`config.mk`:
```
export PLATFORM = sky130hd
export DESIGN_NAME = cadu_framer
export DESIGN_NICKNAME = d
export VERILOG_FILES = /design/src/rtl/lrpt_pkg.sv /design/src/rtl/ccsds_pn_gen.sv /design/src/rtl/cadu_framer.sv
export SDC_FILE = /design/constraint.sdc
export NUM_CORES = 1
export LEC_CHECK = 0
export CAP_MARGIN = 15
export CORE_MARGIN = 10
export CORE_UTILIZATION = 55
export DETAILED_ROUTE_END_ITERATION = 8
export PLACE_DENSITY = 0.77
export SLEW_MARGIN = 5
export SYNTH_ARGS = -nofsm -noshare
export SYNTH_HDL_FRONTEND = slang
export SYNTH_HIERARCHICAL = 1
export SYNTH_SLANG_ARGS = --single-unit
```
`constraint.sdc`:
```
create_clock -name clk -period 7.1 [get_ports clk]
set_input_delay 1.42 -clock clk [delete_from_list [all_inputs] [get_ports clk]]
set_output_delay 1.42 -clock clk [all_outputs]
set_load 0.02 [all_outputs]
```
`src/rtl/lrpt_pkg.sv`:
```
// lrpt_pkg: CADU framing constants, framer states and the ASM bit-error counter.
package lrpt_pkg;
   localparam int                CADU_BITS          = 1024 * 8;
   localparam int                ASM_BITS           = 32;
   localparam int                CADU_PAYLOAD_BYTES = 1020;
   localparam int                MAX_MISSES         = 4;
   localparam int                POS_W              = $clog2(CADU_BITS);
   localparam logic [31:0]       CADU_SYNC_WORD     = 32'h1ACFFC1D;
   localparam logic [7:0]        PN_SEED            = 8'hFF;
   localparam logic [8:0]        LOCK_THRESH        = 9'd230;
   localparam logic [5:0]        ASM_TOL            = 6'd3;
   localparam logic [POS_W-1:0]  ASM_LAST           = POS_W'(ASM_BITS - 1);
   localparam logic [POS_W-1:0]  DATA_LAST          = POS_W'(CADU_PAYLOAD_BYTES * 8 - 1);
   localparam logic [2:0]        MISS_LAST          = 3'(MAX_MISSES - 1);

   typedef enum logic [1:0] {SEARCH, WAIT, ASM, DATA} framer_state_t;

   function automatic logic [5:0] bit_errs(input logic [31:0] w);
      logic [5:0] n;
      n = '0;
      for (int i = 0; i < 32; i++) n = n + {5'd0, w[i]};
      return n;
   endfunction
endpackage

```
`src/rtl/ccsds_pn_gen.sv`:
```
// ccsds_pn_gen: CCSDS pseudo-noise generator 1+x^3+x^5+x^7+x^8, one bit per advance.
module ccsds_pn_gen
   import lrpt_pkg::*;
(
   input  logic clk,
   input  logic rst_in,
   input  logic reseed,
   input  logic advance,
   output logic pn_bit
);
   logic [7:0] r_lfsr;

   // r_lfsr[7] is the current sequence bit, r_lfsr[0] the newest
   always_ff @(posedge clk or negedge rst_in)
      if (!rst_in)      r_lfsr <= PN_SEED;
      else if (reseed)  r_lfsr <= PN_SEED;
      else if (advance) r_lfsr <= {r_lfsr[6:0], r_lfsr[7] ^ r_lfsr[4] ^ r_lfsr[2] ^ r_lfsr[0]};

   assign pn_bit = r_lfsr[7];
endmodule

```
`src/rtl/cadu_framer.sv`:
```
// cadu_framer: aligns hard bits to the CADU grid, checks/strips the ASM, emits payload bytes.
// Define CADU_DERAND_EN to XOR the payload with the CCSDS PN sequence.
module cadu_framer
   import lrpt_pkg::*;
(
   input  logic             clk,
   input  logic             rst_in,
   input  logic             start_in,
   input  logic             hard_inp,
   input  logic             valid_in,
   input  logic             sync_valid,
   input  logic [POS_W-1:0] sync_offset,
   input  logic [8:0]       sync_weight,
   output logic [7:0]       byte_out,
   output logic             byte_valid,
   output logic             frame_first,
   output logic             frame_last,
   output logic             locked,
   output logic [5:0]       asm_errs
);
   framer_state_t    r_state, w_next;
   logic [POS_W-1:0] r_pos, r_ofs, r_cnt;
   logic [30:0]      r_sh;
   logic [2:0]       r_miss;
   logic [7:0]       r_byte;
   logic [5:0]       r_errs, w_errs;
   logic             r_rst_meta, r_rst_n, r_bv, r_first, r_last, r_locked;
   logic             w_acc, w_pn, w_bit, w_sync_ok, w_asm_end, w_hit, w_drop, w_byte_end, w_frame_end;

   // reset asserts asynchronously but releases on a clock edge
   always_ff @(posedge clk or negedge rst_in)
      if (!rst_in) {r_rst_n, r_rst_meta} <= 2'b00;
      else         {r_rst_n, r_rst_meta} <= {r_rst_meta, 1'b1};

   assign w_acc       = valid_in && !start_in;
   assign w_bit       = (r_state == DATA) ? hard_inp ^ w_pn : hard_inp;
   assign w_sync_ok   = !start_in && r_state == SEARCH && sync_valid && sync_weight >= LOCK_THRESH;
   assign w_errs      = bit_errs({r_sh, hard_inp} ^ CADU_SYNC_WORD);
   assign w_hit       = w_errs <= ASM_TOL;
   assign w_asm_end   = w_acc && r_state == ASM && r_cnt == ASM_LAST;
   assign w_drop      = w_asm_end && !w_hit && r_miss == MISS_LAST;
   assign w_byte_end  = w_acc && r_state == DATA && r_cnt[2:0] == 3'd7;
   assign w_frame_end = w_byte_end && r_cnt == DATA_LAST;

`ifdef CADU_DERAND_EN
   ccsds_pn_gen u_pn (
      .clk    (clk),
      .rst_in (r_rst_n),
      .reseed (w_asm_end),
      .advance(w_acc && r_state == DATA),
      .pn_bit (w_pn)
   );
`else
   assign w_pn = 1'b0;
`endif

   always_comb begin
      w_next = r_state;
      case (r_state)
         SEARCH:  if (w_sync_ok) w_next = WAIT;
         WAIT:    if (w_acc && r_pos == r_ofs) w_next = ASM;
         ASM:     if (w_asm_end) w_next = w_drop ? SEARCH : DATA;
         DATA:    if (w_frame_end) w_next = ASM;
         default: w_next = SEARCH;
      endcase
      if (start_in) w_next = SEARCH;
   end

   always_ff @(posedge clk or negedge r_rst_n)
      if (!r_rst_n) r_state <= SEARCH;
      else          r_state <= w_next;

   always_ff @(posedge clk or negedge r_rst_n)
      if (!r_rst_n) begin
         r_pos    <= '0;
         r_ofs    <= '0;
         r_cnt    <= '0;
         r_sh     <= '0;
         r_miss   <= '0;
         r_byte   <= '0;
         r_errs   <= '0;
         r_bv     <= 1'b0;
         r_first  <= 1'b0;
         r_last   <= 1'b0;
         r_locked <= 1'b0;
      end else begin
         r_bv    <= w_byte_end;
         r_first <= w_byte_end && r_cnt == POS_W'(7);
         r_last  <= w_frame_end;
         if (w_byte_end) r_byte <= {r_sh[6:0], w_bit};
         if (w_sync_ok) r_ofs <= sync_offset;
         if (start_in) begin
            r_pos    <= {{(POS_W-1){1'b0}}, valid_in};
            r_miss   <= '0;
            r_locked <= 1'b0;
         end else if (valid_in) begin
            r_pos <= r_pos + POS_W'(1);
            r_sh  <= {r_sh[29:0], w_bit};
            // the WAIT->ASM bit is already ASM bit 0
            r_cnt <= (w_next != r_state) ? ((r_state == WAIT) ? POS_W'(1) : '0) : r_cnt + POS_W'(1);
            if (w_asm_end) begin
               r_errs   <= w_errs;
               r_miss   <= (w_hit || w_drop) ? 3'd0 : r_miss + 3'd1;
               r_locked <= w_hit || (r_locked && !w_drop);
            end
         end
      end

   assign byte_out    = r_byte;
   assign byte_valid  = r_bv;
   assign frame_first = r_first;
   assign frame_last  = r_last;
   assign locked      = r_locked;
   assign asm_errs    = r_errs;
endmodule

```
### After elaboration in Yosys (flattened, before gate mapping)

Index checks and enable logic that the tools add are counted.
Widths: inputs -> output; s select.

* bits in registers: 95
* bits of input ports: 28
* output and inout bits: 18

* add/subtract/negate cells: 34
* order comparisons: 2
* equal/unequal tests: 10
* mux-type cells: 18
* bitwise operators: 2
* reduce and logical (&&, ||, !) cells: 25

Operators by type and width (number)
* $add 6x1->6: 26
* $mux 13: 3
* $add 13x1->13 const B: 2
* $not 19->19: 1
* $logic_and 1x1->1: 14
* $eq 13x13->1: 1
* $eq 13x13->1 const B: 1
* $eq 13x3->1 const B: 1
* $eq 13x5->1 const B: 1
* $mux 2: 6
* $mux 3: 4
* $ge 9x8->1 const B: 1
* $pmux 2 s4: 1
* $add 5x1->6: 1
* $le 6x2->1 const B: 1
* $add 4x1->5: 1
* $add 3x1->4: 1
* $eq 2x2->1 const B: 2
* $mux 1: 4
* $reduce_and 2->1: 2
* $reduce_bool 2->1: 2
* $add 2x1->3: 1
* $add 3x1->3 const B: 1
* $eq 3x2->1 const B: 1
* other kinds (9): 12

### Depth between registers and ports, before layout

Gate-level depths: netlist of the first run.

* depth after elaboration: 42
* gate-level depth with buffers: 20

### Worst setup path after synthesis of the first run

OpenSTA, ideal clock, no wires.

* path type: input to register
* start point: input hard_inp
* end point: register r_cnt[12]
* setup time: 73 ps
* arrival: 6060 ps
* path slack: 967 ps
* cell stages on the path: 19
* buffers on the path: 1
* cells stage by stage: fa_1 inv_1 fa_1 fa_1 inv_1 fa_1 fa_1 fa_1 inv_1 ha_1 inv_1 fa_1 nand2b_1 o21ai_0 a211o_1 a31o_1 nand3_2 buf_12 a21oi_2

* word-level cells in the longest chain between the ends: 42

Ends and longest elaborated chain
* start, declared: RTL line cadu_framer.sv:9 `input logic hard_inp,`
* $not 19->19 (no line)
* $add 1x1->2: RTL line lrpt_pkg.sv:21 `for (int i = 0; i < 32; i++) n = n + {5'd0, w[i]};`
* $add 2x1->3: RTL line lrpt_pkg.sv:21
* $add 3x1->4: RTL line lrpt_pkg.sv:21
* $add 4x1->5: RTL line lrpt_pkg.sv:21
* $add 5x1->6: RTL line lrpt_pkg.sv:21
* $add 6x1->6 (26 in a row): RTL line lrpt_pkg.sv:21
* $le 6x2->1: RTL line cadu_framer.sv:39 `assign w_hit = w_errs <= ASM_TOL;`
* $logic_not 1->1: RTL line cadu_framer.sv:41 `assign w_drop = w_asm_end && !w_hit && r_miss == MISS_LAST;`
* $logic_and 1x1->1 (2 in a row): RTL line cadu_framer.sv:41
* $mux 2 (2 in a row): RTL line cadu_framer.sv:62 `ASM: if (w_asm_end) w_next = w_drop ? SEARCH : DATA;`
* $pmux 2 s4: RTL line cadu_framer.sv:59 `case (r_state)`
* $mux 2: RTL line cadu_framer.sv:66 `if (start_in) w_next = SEARCH;`
* $ne 2x2->1: RTL line cadu_framer.sv:100 `r_cnt <= (w_next != r_state) ? ((r_state == WAIT) ? POS_W'(1) : '0) : r_cnt + POS_W'(1);`
* $mux 13: RTL line cadu_framer.sv:100
* end signal, assigned: RTL line cadu_framer.sv:100
* end, declared: RTL line cadu_framer.sv:22 `logic [POS_W-1:0] r_pos, r_ofs, r_cnt;`

Every way passes these cells.
A chain may end at the register's enable or synchronous reset.

### Worst setup path after layout of the first run

* start point: input hard_inp
* end point: register r_cnt[3]

The elaborated chain is that of the path after synthesis.

==> qor.tcl, run 1 <==
set qor(tns_ns) 0
set qor(drt_iter0_markers) 169
set qor(grt.total_usage_pct) 15.6
set qor(wire_per_inst_um) 15.5
set qor(worst-path-max-fanout) 13
set qor(io_pins) 46
set qor(drt_pass1_iterations) 4
set qor(min_period_ns) 6.59
set qor(ys_dominant_reg_cell) {dfrtp_1}
set qor(finished_layout_cell_area_mm2) 0.00577
set qor(dieArea_mm2) 0.0134
set qor(placementRows) 34
set qor(number_of_antenna_repair_diodes) 0
set qor(cap_viol_max_count) 0
set qor(io_buffers) 44
set qor(grt_setup_unrepaired) {no}
set qor(ys_warn_count) 6
set qor(critical_path_buf_inv_count) 6
set qor(area_growth_syn_to_layout_pct) 14.9
set qor(worst_skew_pair.late_latency_ns) 0.36
set qor(htree_levels) 3
set qor(ctsLongestPathBuffers) 2
set qor(layout-drive-gt1-share_pct) 9.19
set qor(required_ns) 7.38
set qor(number_of_global_route_vias_before_repair) 3571
set qor(yosys_register_bits) 95
set qor(cp_slowest_stage_delay_ns) 0.57
set qor(post-place-cells) 626
set qor(path_delay_family) {adder cells}
set qor(max-vdd-ir-drop_mv) 0.747
set qor(cts_buffers) 9
set qor(power.density_mw_per_mm2) 470
set qor(cts_post_setup_buffers_inserted) 0
set qor(total_nets_after_synthesis) 553
set qor(path_class) {input pin to flip-flop}
set qor(final_nets) 593
set qor(core_region_area_mm2) 0.00881
set qor(die_width_um) 116
set qor(clk_root_buffer_cell) {clkbuf_8}
set qor(gp_congestion) 0.828
set qor(dpl_cell_area_mm2) 0.00555
set qor(relSlewSlack_pct) 47.7
set qor(routed_via_count) 3445
set qor(die_height_um) 116
set qor(worst_slew_pin_slew_ns) 0.782
set qor(timing.critical_path.to_type) {flip-flop}
set qor(synth_edf_count) 0
set qor(worst_setup_hold_path_clk_slew_ns) 0.09
set qor(most_used_cell_cp) {fa_1}
set qor(achievable-frequency_mhz) 152
set qor(wl_um) 9900
set qor(report.final.hold_viol_count) 0
set qor(via_density_per_instance) 5.37
set qor(grt_overflow_total) 0
set qor(seq_area_frac_synth_pct) 47.3
set qor(critical-path-slowest-cell) {fa_1}
set qor(syn-cell-area_mm2) 0.00502
set qor(final-max-slew-violation-count) 0
set qor(grt_first_pass_wirelength_um) 16800
set qor(synthArstFlopShare_pct) 100
set qor(finalSetupViolCount) 0
set qor(tritoncts) {yes}
set qor(p_total_w) 0.00271
set qor(drc) 0
set qor(initial_utilization_pct) 57.0
set qor(syn_area_per_cell_um2) 10.3
set qor(post-dp-hpwl_um) 7400
set qor(synthCells) 489
set qor(min_period_over_period_pct) 92.8
set qor(r2r-start) {r_sh[8]$_DFFE_PN0P_}
set qor(cts_hold_buffers_added) 0
set qor(crit_path_cell_trace) {clkdlybuf4s50_1, fa_1, inv_1, fa_1, fa_1, inv_1, fa_1, fa_1, fa_1, inv_1, ha_1, inv_1, fa_1, nand2b_1, o21ai_0, a211o_1, a31o_1, nand3_2, buf_12, o211ai_1}
set qor(startpoint_type) {input pin}
set qor(clkSinkCount) 95
set qor(post_cts_resize_count) 0
set qor(detail-route-antenna-nets) 0
set qor(skew_ns) 0.00909
set qor(timing.critical_path.from) {hard_inp}
set qor(grt_start_max_net_pins) 71
set qor(antenna_found_initial) 0
set qor(layout.cells.non_filler) 641
set qor(leakagePower_nw) 2.58
set qor(hp-class) {flip-flop to asynchronous set/reset pin}
set qor(cp.arrival_ns) 6.87
set qor(synthDistinctLibCells) 47
set qor(run_status) {complete, no violations}
## cells by family after synthesis
family / after synthesis / synth area share [%]
flip-flops: 95 / 47.3
other: 1 / 0.0747
AO/OA/AOI/OAI: 72 / 8.89
multiplexers: 15 / 3.34
adder cells (fa/ha/maj): 36 / 12.6
buffers and inverters: 76 / 6.20
AND/OR/NAND/NOR: 160 / 15.7
XOR/XNOR: 34 / 5.93
## cells in the final DEF (no fill, tap or decap), types with 4 or more instances in the layout
cell type / synthesis / layout
xnor2_1: 21 / 21
a21oi_1: 4 / 4
mux2_2: 14 / 14
fa_1: 24 / 24
nand3_1: 9 / 9
o21ai_0: 43 / 43
a21oi_2: 7 / 7
nand4_1: 13 / 13
clkdlybuf4s50_1: 0 / 44
ha_1: 12 / 12
dfrtp_1: 95 / 94
xor2_1: 13 / 13
nor3_1: 5 / 5
nand2b_1: 4 / 4
inv_1: 57 / 57
and3_1: 5 / 5
nor2_1: 22 / 22
nand2_1: 85 / 85
nor4_1: 4 / 4
clkbuf_8: 0 / 10
## metal layers
metal | share of wire [%] | routed length, um | global-route usage [%] | vias to the layer above
met5 | 0 | 0 | 0 | -
met4 | 1.5 | 148 | 5.07 | 0
met3 | 3.5 | 344 | 3.67 | 19
met2 | 49 | 4890 | 25.6 | 41
met1 | 46 | 4530 | 19.9 | 1709
li1 | - | - | - | 1676
## final cells by class
class / count / area (um^2)
inverter: 58 / 218
clock buffer: 10 / 138
timing repair buffer: 47 / 475
tap: 108 / 135
sequential: 95 / 2380
clock inverter: 5 / 82.6
fill: 722 / 3040
multi-input combinational: 318 / 2340
## sequential cells by signal, summed over array words and instances, names as in the netlist, 2 cells and up
| name | count |
|---|---|
| asm_errs | 6 |
| r_state | 2 |
| r_ofs | 13 |
| r_sh | 31 |
| r_cnt | 13 |
| r_miss | 3 |
| byte_out | 8 |
| r_pos | 13 |
## synth_stat cells, types with 4 or more instances
cell,number,area share [%]
dfrtp_1,95,47
nand2_1,85,6.4
inv_1,57,4.3
o21ai_0,43,4.3
fa_1,24,9.6
nor2_1,22,1.6
xnor2_1,21,3.7
mux2_2,14,3.1
nand4_1,13,1.6
xor2_1,13,2.3
ha_1,12,3.0
nand3_1,9,0.90
clkbuf_1,8,0.60
a21oi_2,7,1.2
and3_1,5,0.62
nor3_1,5,0.50
a21oi_1,4,0.40
nand2b_1,4,0.50
nor4_1,4,0.50
## final timing paths
kind	to	slack, ns	cells after the start
setup / recovery	r_cnt[3]$_DFFE_PN0P_	0.51	20
hold / removal	r_pos[1]$_DFFE_PN0P_	0.31	0
setup reg to reg	r_cnt[3]$_DFFE_PN0P_	1.59	20
hold reg to reg	r_pos[1]$_DFFE_PN0P_	0.31	0
max in group asynchronous	byte_out[6]$_DFFE_PN0P_	5.75	1
min in group clk	r_rst_n$_DFF_PN0_	0.36	0
## metrics by stage
| step | setup slack, ns | hold slack (ns) | util, % |
|---|---|---|---|
| floorplan | 0.967 | 0.331 | - |
| CTS | 0.502 | 0.353 | 65.5 |
| detailed placement | 0.142 | 0.341 | 63.0 |
| global placement | 0.223 | 0.333 | 63.0 |
| finish | 0.508 | 0.313 | 65.5 |
| global route | 0.263 | 0.355 | 65.5 |
## power by group
part           leakage, nW  internal, W  switching, W  total, W
Combinational         1.24     0.000718      0.000937   0.00165
Sequential            1.24     0.000603     0.0000562  0.000660
Clock                0.101     0.000206      0.000190  0.000396
Total                 2.58      0.00153       0.00118   0.00271
Note: power is estimated with default switching activity, not from simulation.
==> inputs of run 2 (changes only) <==
Settings changed: CAP_MARGIN 15 to 30.
==> results of run 2 <==
Same layout as run 1: the final DEF is identical, and so are final timing and power.
==> inputs of run 3 (changes only) <==
Settings changed: PLACE_DENSITY 0.77 to 0.86.
==> run 3 against run 2 <==
Combinational power rose by 4%. Die area did not move. Sequential power barely moved. Global-route usage rose by 0.26 points. Register-to-register slack got worse by 0.05 ns. Critical path depth did not move. Setup slack got worse by 0.044 ns. Clock power fell by 8.8%. Design area fell by 0.39%. Non-clock buffer count did not move. Cell count rose by 0.16%. Sequential share of layout area rose by 0.16 points. Largest power group unchanged. Highest routed layer unchanged.
==> qor.tcl, run 3 (same netlist as run 1, synthesis figures left out) <==
set qor(grt_start_max_net_pins) 71 ;# unchanged
set qor(timing.critical_path.to_type) {flip-flop}
set qor(dpl_cell_area_mm2) 0.00555 ;# unchanged
set qor(htree_levels) 3 ;# unchanged
set qor(cp.arrival_ns) 6.91 ;# +0.04 ns
set qor(grt_overflow_total) 0 ;# unchanged
set qor(pwr-share-clk_pct) 13.2 ;# -1.4 points
set qor(post-dp-hpwl_um) 7300 ;# -1.3%
set qor(post_cts_resize_count) 0 ;# unchanged
set qor(r2r-start) {r_sh[0]$_DFFE_PN0P_}
set qor(min_period_over_period_pct) 93.5 ;# +0.62 points
set qor(power.density_mw_per_mm2) 476 ;# +1.3%
set qor(area_growth_syn_to_layout_pct) 14.4
set qor(power_frac_comb_pct) 62.7 ;# +1.6 points
set qor(cts_post_setup_buffers_inserted) 0 ;# unchanged
set qor(wl_um) 9750 ;# -1.5%
set qor(relSlewSlack_pct) 48.2 ;# +0.52 points
set qor(final_nets) 593 ;# unchanged
set qor(io_pins) 46 ;# unchanged
set qor(report.final.hold_viol_count) 0 ;# unchanged
set qor(die_width_um) 116 ;# unchanged
set qor(skew_ns) 0.0128 ;# +0.00369 ns
set qor(finalSetupViolCount) 0 ;# unchanged
set qor(clk_root_buffer_cell) {clkbuf_8}
set qor(grt_setup_unrepaired) {no}
set qor(worst_skew_pair.late_latency_ns) 0.37 ;# about the same
set qor(via_density_per_instance) 5.41 ;# +0.60%
set qor(layout-drive-gt1-share_pct) 9.18 ;# -0.017 points
set qor(routed_via_count) 3471 ;# +0.75%
set qor(seq_cell_area_mm2) 0.00238 ;# unchanged
set qor(gp_congestion) 0.808 ;# -2.5%
set qor(worst_setup_hold_path_clk_slew_ns) 0.09 ;# about the same
set qor(die_height_um) 116 ;# unchanged
set qor(max-vdd-ir-drop_mv) 0.815 ;# +9.1%
set qor(p_switching_w) 0.00121 ;# +2.6%
set qor(wire_per_inst_um) 15.2 ;# -1.7%
set qor(run_status) {complete, no violations}
set qor(grt_first_pass_wirelength_um) 17000 ;# +1.1%
set qor(finished_layout_cell_area_mm2) 0.00575 ;# -0.39%
set qor(cap_viol_max_count) 0 ;# unchanged
set qor(path_class) {input pin to flip-flop}
set qor(core_region_area_mm2) 0.00881 ;# unchanged
set qor(clkSinkCount) 95 ;# unchanged
set qor(min_period_ns) 6.64 ;# +0.0440 ns
set qor(worst_slew_pin_slew_ns) 0.775 ;# -0.00770 ns
set qor(tns_ns) 0 ;# unchanged
set qor(length_in_cells_of_the_worst_reg_to_reg_path) 20 ;# unchanged
set qor(ctsLongestPathBuffers) 2 ;# unchanged
set qor(number_of_global_route_vias_before_repair) 3634 ;# +1.8%
set qor(cellInternalPower_w) 0.00152 ;# -0.50%
set qor(antenna_found_initial) 0 ;# unchanged
set qor(p_total_w) 0.00273 ;# +0.87%
set qor(final-max-slew-violation-count) 0 ;# unchanged
set qor(number_of_antenna_repair_diodes) 0 ;# unchanged
set qor(cts_buffers) 9 ;# unchanged
set qor(hp-class) {flip-flop to asynchronous set/reset pin}
set qor(num-fill-cells) 648 ;# -10%
set qor(rrSetupSlack_ns) 1.54 ;# -0.05 ns
set qor(grt.total_usage_pct) 15.8 ;# +0.26 points
set qor(initial_utilization_pct) 57.0 ;# unchanged
set qor(regMostFlops) {r_sh}
set qor(drt_iter0_markers) 170 ;# +0.59%
set qor(drt_pass1_iterations) 4 ;# unchanged
set qor(drc) 0 ;# unchanged
set qor(power.sequential.fraction_pct) 24.1 ;# -0.2 points
set qor(mostFrequentLayoutCells) {dfrtp_1 (94), nand2_1 (85), inv_1 (57)}
set qor(required_ns) 7.37 ;# about the same
set qor(io_buffers) 44 ;# unchanged
set qor(achievable-frequency_mhz) 151 ;# -0.66%
set qor(reg2reg_to) {r_cnt[3]$_DFFE_PN0P_}
set qor(placementRows) 34 ;# unchanged
set qor(multiInputGateArea_mm2) 0.00234 ;# unchanged
set qor(detail-route-antenna-nets) 0 ;# unchanged
set qor(startpoint_type) {input pin}
set qor(dieArea_mm2) 0.0134 ;# unchanged
set qor(tritoncts) {yes}
set qor(cts_hold_buffers_added) 0 ;# unchanged
set qor(worst-path-max-fanout) 13 ;# unchanged
set qor(leakagePower_nw) 2.58 ;# about the same
set qor(most_frequent_standard_cell_in_the_layout_excluding_fill_and_tap_cells) {dfrtp_1}
set qor(largest_register_ff_count) 31 ;# unchanged
set qor(switching_share_pct) 44.4 ;# +0.77 points
-- run 3: cell count changes in the layout (fill, tap and decap cells not counted), sizes merged --
cell      delta
clkinvlp     -2
clkbuf       +1
clkinv       +2
inv          +1
bufinv       -1
-- run 3: cell type report --
class	instances	share of cell area, %
flip-flops and latches	95	41.4
multi-input cells	318	40.7
repair buffers	47	8.27
inverters	58	3.79
clock buffers	11	2.46
well taps	108	2.35
clock inverters	5	0.980
-- run 3: power groups by stage --
stage / combinational, W / clock [W] / sequential [W]
floorplan: 0.00133 / 0 / 0.000657
global placement: 0.00165 / 0 / 0.000664
detailed placement: 0.00173 / 0 / 0.000668
CTS: 0.00175 / 0.000369 / 0.000658
global route: 0.00200 / 0.000388 / 0.000668
finish: 0.00172 / 0.000361 / 0.000658
-- run 3: worst max path at each step --
stage          cells after the start                    end  slack, ns     start
2_1_floorplan                     19  r_cnt[12]$_DFFE_PN0P_       0.97  hard_inp
3_3_place_gp                      20   r_cnt[0]$_DFFE_PN0P_       0.23  hard_inp
3_5_place_dp                      20  r_cnt[11]$_DFFE_PN0P_       0.09  hard_inp
4_1_cts                           20   r_cnt[3]$_DFFE_PN0P_       0.49  hard_inp
5_1_grt                           20   r_cnt[3]$_DFFE_PN0P_       0.18  hard_inp
6_report                          20   r_cnt[3]$_DFFE_PN0P_       0.46  hard_inp
-- run 3: critical path, cell delays in order --
cell             delay [ns]
clkdlybuf4s50_1        0.49
fa_1                   0.57
inv_1                  0.06
fa_1                   0.45
fa_1                   0.49
inv_1                  0.05
fa_1                   0.48
fa_1                   0.54
fa_1                   0.41
inv_1                  0.06
ha_1                   0.17
inv_1                  0.06
fa_1                   0.37
nand2b_1               0.18
o21ai_0                0.24
a211o_1                0.19
a31o_1                 0.20
nand3_2                0.11
buf_12                 0.16
o211ai_1               0.20
-- run 3: layer usage --
layer / up-vias / wire [um] / GRT usage [%]
li1: 1681 / - / -
met4: 0 / 137 / 5.91
met3: 13 / 335 / 3.31
met2: 54 / 5180 / 28.0
met1: 1723 / 4100 / 18.6
met5: - / 0 / 0
-- run 3: through the flow --
step / hold slack (ns) / worst slack, ns / util, % / cells
floorplan: 0.331 / 0.967 / - / 489
global placement: 0.281 / 0.232 / 63.0 / 626
detailed placement: 0.294 / 0.0911 / 63.0 / 626
CTS: 0.294 / 0.486 / 65.3 / 642
global route: 0.316 / 0.175 / 65.3 / 642
finish: 0.275 / 0.464 / 65.3 / 642
